--- config.mk ---
export PLATFORM = sky130hd
export DESIGN_NAME = mul_seq_ctrl
export DESIGN_NICKNAME = d
export VERILOG_FILES = /design/src/rtl/mul_seq_ctrl_pkg.sv /design/src/rtl/mul_seq_ctrl_add.sv /design/src/rtl/mul_seq_ctrl.sv
export SDC_FILE = /design/constraint.sdc
export NUM_CORES = 1
export LEC_CHECK = 0
export ABC_CLOCK_PERIOD_IN_PS = 13500
export BUFFER_PORTS_ARGS = -buffer_cell sky130_fd_sc_hd__buf_4
export CORE_MARGIN = 3
export CORE_UTILIZATION = 60
export DETAILED_ROUTE_END_ITERATION = 16
export PLACE_DENSITY = 0.81
export SYNTH_ARGS = -nofsm -noshare
export SYNTH_HDL_FRONTEND = slang
export SYNTH_SLANG_ARGS = --single-unit
--- constraint.sdc ---
create_clock -name clk -period 13.5 [get_ports clk]
set_input_delay 1.35 -clock clk [delete_from_list [all_inputs] [get_ports clk]]
set_output_delay 1.35 -clock clk [all_outputs]
set_load 0.02 [all_outputs]
--- src/rtl/mul_seq_ctrl_pkg.sv ---
// Shared widths and FSM state encoding for the sequential multiplier.
// Widths are tied to the single shared 32-bit adder and are not meant to be changed.
package mul_seq_ctrl_pkg;

    localparam int DATA_W = 32;
    localparam int CNT_W  = 5;

    typedef enum logic [2:0] {
        MS_IDLE   = 3'd0,
        MS_FIX_A  = 3'd1,
        MS_FIX_B  = 3'd2,
        MS_ITER   = 3'd3,
        MS_FIX_LO = 3'd4,
        MS_FIX_HI = 3'd5,
        MS_DONE   = 3'd6
    } ms_state_t;

endpackage

--- src/rtl/mul_seq_ctrl_add.sv ---
// 32-bit ripple adder with carry-out, shared by every multiplier step; purely combinational.
// No flow control: operands are driven every cycle by the owning FSM.
module mul_seq_ctrl_add
    import mul_seq_ctrl_pkg::*;
(
    input  logic [DATA_W-1:0] a,
    input  logic [DATA_W-1:0] b,
    output logic [DATA_W-1:0] s,
    output logic              c
);

    assign {c, s} = {1'b0, a} + {1'b0, b};

endmodule

--- src/rtl/mul_seq_ctrl.sv ---
// Shift-and-add 32x32->64 multiplier (MULT/MULTU); done 33 cycles after start (unsigned), 37 (signed).
// busy holds the pipeline while not IDLE; start is ignored while busy, flush aborts to IDLE.
module mul_seq_ctrl
    import mul_seq_ctrl_pkg::*;
(
    input  logic              clk,
    input  logic              rst_n,
    input  logic              start,
    input  logic              op_signed,
    input  logic [DATA_W-1:0] a,
    input  logic [DATA_W-1:0] b,
    input  logic              flush,
    output logic              busy,
    output logic              done,
    output logic [DATA_W-1:0] hi,
    output logic [DATA_W-1:0] lo
);

    ms_state_t               state, state_nxt;
    logic [2*DATA_W-1:0]     p, p_nxt;
    logic [DATA_W-1:0]       m, m_nxt;
    logic [CNT_W-1:0]        count;
    logic                    sgn, cy, cy_nxt, op_sgn;
    logic                    accept;
    logic [DATA_W-1:0]       add_a, add_b, add_s;
    logic                    add_c;

    mul_seq_ctrl_add u_add (
        .a (add_a),
        .b (add_b),
        .s (add_s),
        .c (add_c)
    );

    assign accept = (state == MS_IDLE) && start && !flush;

    // Adder operands depend on state alone; negation is ~x + 1 through the same adder.
    always_comb begin
        add_a = '0;
        add_b = '0;
        case (state)
            MS_FIX_A:  begin add_a = ~p[DATA_W-1:0];        add_b = DATA_W'(1); end
            MS_FIX_B:  begin add_a = ~m;                    add_b = DATA_W'(1); end
            MS_ITER:   begin add_a = p[2*DATA_W-1:DATA_W];  add_b = m;          end
            MS_FIX_LO: begin add_a = ~p[DATA_W-1:0];        add_b = DATA_W'(1); end
            MS_FIX_HI: begin add_a = ~p[2*DATA_W-1:DATA_W]; add_b = {{(DATA_W-1){1'b0}}, cy}; end
            default:   begin add_a = '0;                    add_b = '0;         end
        endcase
    end

    always_comb begin
        state_nxt = state;
        p_nxt     = p;
        m_nxt     = m;
        cy_nxt    = cy;
        case (state)
            MS_IDLE: begin
                if (start) begin
                    p_nxt     = {{DATA_W{1'b0}}, a};
                    m_nxt     = b;
                    state_nxt = op_signed ? MS_FIX_A : MS_ITER;
                end
            end
            MS_FIX_A: begin
                // P still holds the raw multiplicand, so P[31] is its sign.
                if (p[DATA_W-1]) p_nxt[DATA_W-1:0] = add_s;
                state_nxt = MS_FIX_B;
            end
            MS_FIX_B: begin
                if (m[DATA_W-1]) m_nxt = add_s;
                state_nxt = MS_ITER;
            end
            MS_ITER: begin
                if (p[0]) p_nxt = {add_c, add_s, p[DATA_W-1:1]};
                else      p_nxt = {1'b0, p[2*DATA_W-1:1]};
                if (count == CNT_W'(DATA_W - 1))
                    state_nxt = op_sgn ? MS_FIX_LO : MS_DONE;
            end
            MS_FIX_LO: begin
                if (sgn) begin
                    p_nxt[DATA_W-1:0] = add_s;
                    cy_nxt            = add_c;
                end else begin
                    cy_nxt = 1'b0;
                end
                state_nxt = MS_FIX_HI;
            end
            MS_FIX_HI: begin
                if (sgn) p_nxt[2*DATA_W-1:DATA_W] = add_s;
                state_nxt = MS_DONE;
            end
            MS_DONE:  state_nxt = MS_IDLE;
            default:  state_nxt = MS_IDLE;
        endcase
        if (flush) state_nxt = MS_IDLE;
    end

    always_ff @(posedge clk or negedge rst_n) begin
        if (!rst_n) begin
            state  <= MS_IDLE;
            p      <= '0;
            m      <= '0;
            count  <= '0;
            sgn    <= 1'b0;
            op_sgn <= 1'b0;
            cy     <= 1'b0;
            busy   <= 1'b0;
            done   <= 1'b0;
            hi     <= '0;
            lo     <= '0;
        end else begin
            state <= state_nxt;
            cy    <= cy_nxt;
            busy  <= (state_nxt != MS_IDLE);
            done  <= (state_nxt == MS_DONE);
            if (accept) begin
                p      <= p_nxt;
                m      <= m_nxt;
                count  <= '0;
                op_sgn <= op_signed;
                sgn    <= op_signed & (a[DATA_W-1] ^ b[DATA_W-1]);
            end else if (state != MS_IDLE) begin
                p <= p_nxt;
                m <= m_nxt;
                if (state == MS_ITER) count <= count + CNT_W'(1);
            end
            // Results land on the edge that enters DONE, from the final P value.
            if (state_nxt == MS_DONE && state != MS_DONE) begin
                hi <= p_nxt[2*DATA_W-1:DATA_W];
                lo <= p_nxt[DATA_W-1:0];
            end
        end
    end

endmodule
==> metrics.md <==
| Metric | Value |
|---|---|
| Sink Count | `around 170` |
| Number of CTS-inserted buffers | `17` |
| Post-CTS setup buffer count | `0` |
| Main synth FF type | `dfrtp_1` |
| Synth Instances | `1526` |
| P_leak | `6.364 nW` |
| Remaining antenna violation count | `0` |
| Hold Buf Count CTS | `0` |
| Crit path DAT | `5780 ps` |
| Clock transition at path regs | `80 ps` |
| Hold slack | `482.8 ps` |
| Mux share of post-synthesis cell area | `6.095%` |
| Sequential area share after synthesis | `34.97%` |
| Mapped Nets | `1630` |
| Distinct cell type count after synthesis | `93` |
| RSZ-0062 raised after global routing | `false` |
| GPL Wtd Cong | `approximately 1.1` |
| Longest Clk Path Bufs | `2` |
| Seq cells post-synth | `~170` |
| H-tree depth | `4` |
| Die width | `149.6 um` |
| Tot GR Track Use | `40.69%` |
| Share of cells above drive strength 1 | `16.40%` |
| Synth Area in Simple Gates | `18.09%` |
| Min cycle time layout | `5420 ps` |
| Worst Setup Slack, final | `roughly 8100 ps` |
| Largest net degree at the start of global routing | `approximately 110` |
| Dpl ws | `8292 ps` |
| Worst reg2reg path depth | `12` |
| Die H | `149.6 um` |
| Vias in the first global route | `12.44k` |
| Worst-Skew Late Latency | `450 ps` |
| # IOs | `135` |
| CTS root buffer | `clkbuf_16` |
| Normalized max-slew margin | `23.71%` |
| Pre-antenna DRT Iters | `7` |
| Drt drc | `0` |
| Endpoints failing hold | `0` |
| Dpl hpwl | `31920 um` |
| Most frequent cells in the layout | `nand2_1, nor2_1, dfrtp_1, a21oi_1, buf_4` |
| Clock Skew | `18.91 ps` |
| Fmax | `184.5 MHz` |
| Ys Warns | `0` |
| Total gr overflow | `0` |
| Avg Synthesized Cell Area | `between 8 and 9 um2` |
| Max-cap violations | `0` |
| Port bufs | `between 100 and 150` |
| Asr flop ratio synth | `100.0%` |
| Num rows | `51` |
| CP Launch Type | `flop` |
| Post-synthesis compound-gate area fraction | `between 30% and 40%` |
| Xor/xnor share of the synthesized area | `about 1.5%` |
| # diodes | `0` |
| Worst min path class | `flop to flop` |
| Nets | `1689` |
| Post_cts resized | `0` |
| Critical Path RT | `13860 ps` |
| Synth-to-Final Area Change | `13.31%` |
| Finished Cell Area | `0.01403 mm2` |
| Tcrit/Tclk final | `40.14%` |
| Synthesized cell area | `0.01238 mm2` |
| Routed length per instance | `24.52 um` |
| Final setup vio count | `0` |
| Hold Path Cell Cnt | `2` |
| PD cells | `between 150 and 200 mW/mm2` |
| Placed cell area | `approximately 0.013 mm2` |
| Setup CP Type | `flop to flop` |
| Worst slew pin tran | `1143 ps` |
| Die ar. | `0.02239 mm2` |
| Core area | `0.01985 mm2` |
| Initial drt markers | `1788` |
| Via/cell ratio | `6.959` |
| Worst Path Max Fanout | `91` |
| Worst Setup End Kind | `flop` |
| WL final | `45680 um` |
| Worst ir drop on vdd | `roughly 0.11 mV` |
| Initial core utilization | `62.37%` |
| Main combinational cell family by area after synthesis | `compound AO/OA/AOI/OAI gates` |
| Setup tns final | `0 ps` |
| CTS tree | `built` |
| Post-Synth Adder-Cell Area | `3.599%` |
| Vias | `approximately 13k` |
| Status | `completed` |
| Slew Limit Fails | `0` |
| Antenna violations before repair | `0` |
| First-pass GRT wire length | `roughly 70000 um` |
| Post-synth EDFFs | `0` |
[power breakdown]
part           switching, mW  internal [mW]  leakage, nW
sequential             0.236          0.656         2.24
combinational          0.533          0.334         3.84
clock                  0.250          0.271        0.292
total                   1.02           1.26         6.36
[synthesized netlist by cell type (12+ instances only)]
master	n	area, um2
nor2_1	187	701.9
nand2_1	184	690.7
dfrtp_1	173	4329
a21oi_1	167	835.8
o21ai_0	124	620.6
clkbuf_1	82	307.8
mux2i_1	45	450.4
a22oi_1	41	307.8
and3_1	37	231.5
o22ai_1	36	225.2
ha_1	34	425.4
mux2_2	27	304.0
a31oi_1	22	137.6
inv_1	22	82.58
buf_2	19	95.09
a221o_1	18	180.2
o21a_1	17	127.6
nor3_1	14	70.07
a221oi_1	13	113.9
o31ai_1	13	97.59
a211oi_1	12	90.09
a22o_1	12	105.1
[sequential cells by signal (all words and copies together) (netlist names)]
name	count
p	64
hi	32
lo	32
m	32
count	5
state	3
busy	1
cy	1
done	1
op_sgn	1
sgn	1
[worst paths after layout]
| kind | slack (ps) | endpoint | start |
|---|---|---|---|
| max in group asynchronous | 10980 | hi[14] | rst_n |
| worst max-delay path | 8080 | lo[28] | state[0] |
| worst max register to register | 8080 | lo[28] | state[0] |
| worst min-delay path | 480 | lo[16] | lo[16] |
| min in group asynchronous | 1020 | m[23] | rst_n |
| worst min register to register | 480 | lo[16] | lo[16] |
[cells by family (layout without fill, tap and decap cells)]
family | count (synthesis) | after routing
AOI/OAI and AO/OA | 582 | 582
and+or+nand+nor | 503 | 503
DFF | 173 | 173
buffers and inverters | 140 | 212
muxes | 72 | 72
adders and majority gates | 35 | 35
xor gates and xnor gates | 21 | 21
[per-layer routing]
metal / share of wire (%) / vias up / routed length (um) / track usage, %
met4: 9.0 / 0 / 4128 / 30.94
met3: 10 / 224 / 4740 / 7.238
li1: - / 5771 / - / -
met5: 0 / - / 0 / 0
met1: 36 / 6078 / 16650 / 51.02
met2: 44 / 892 / 20160 / 62.58
[critical path, stage by stage (launching register included)]
cell,delay [ps]
dfrtp_4,870
buf_4,790
and2_0,760
nand2_1,210
fa_1,460
nand2b_1,190
a21o_1,210
a21o_1,210
a21boi_1,390
o21ai_1,170
a2111oi_2,560
o21ai_0,150
a211oi_1,240
[final cells by class]
cell class / instances / area, um2
Inverter: 25 / 93.84
Sequential cell: 173 / 4334
Tap cell: 265 / 331.6
Clock buffer: 18 / 439.2
Fill cell: 1655 / 5819
Clock inverter: 14 / 166.4
Multi-Input combinational cell: 1213 / 7493
Timing Repair Buffer: 155 / 1167
[through the flow]
step                total power, mW  util (%)  std cells
floorplan                     1.405         -       1526
global placement              1.697     67.63       1831
detailed placement            1.725     67.63       1831
CTS                           2.245     70.68       1863
global route                  2.384     70.68       1863
finish                        2.280     70.68       1863
Note: power is estimated with default switching activity, not from simulation.
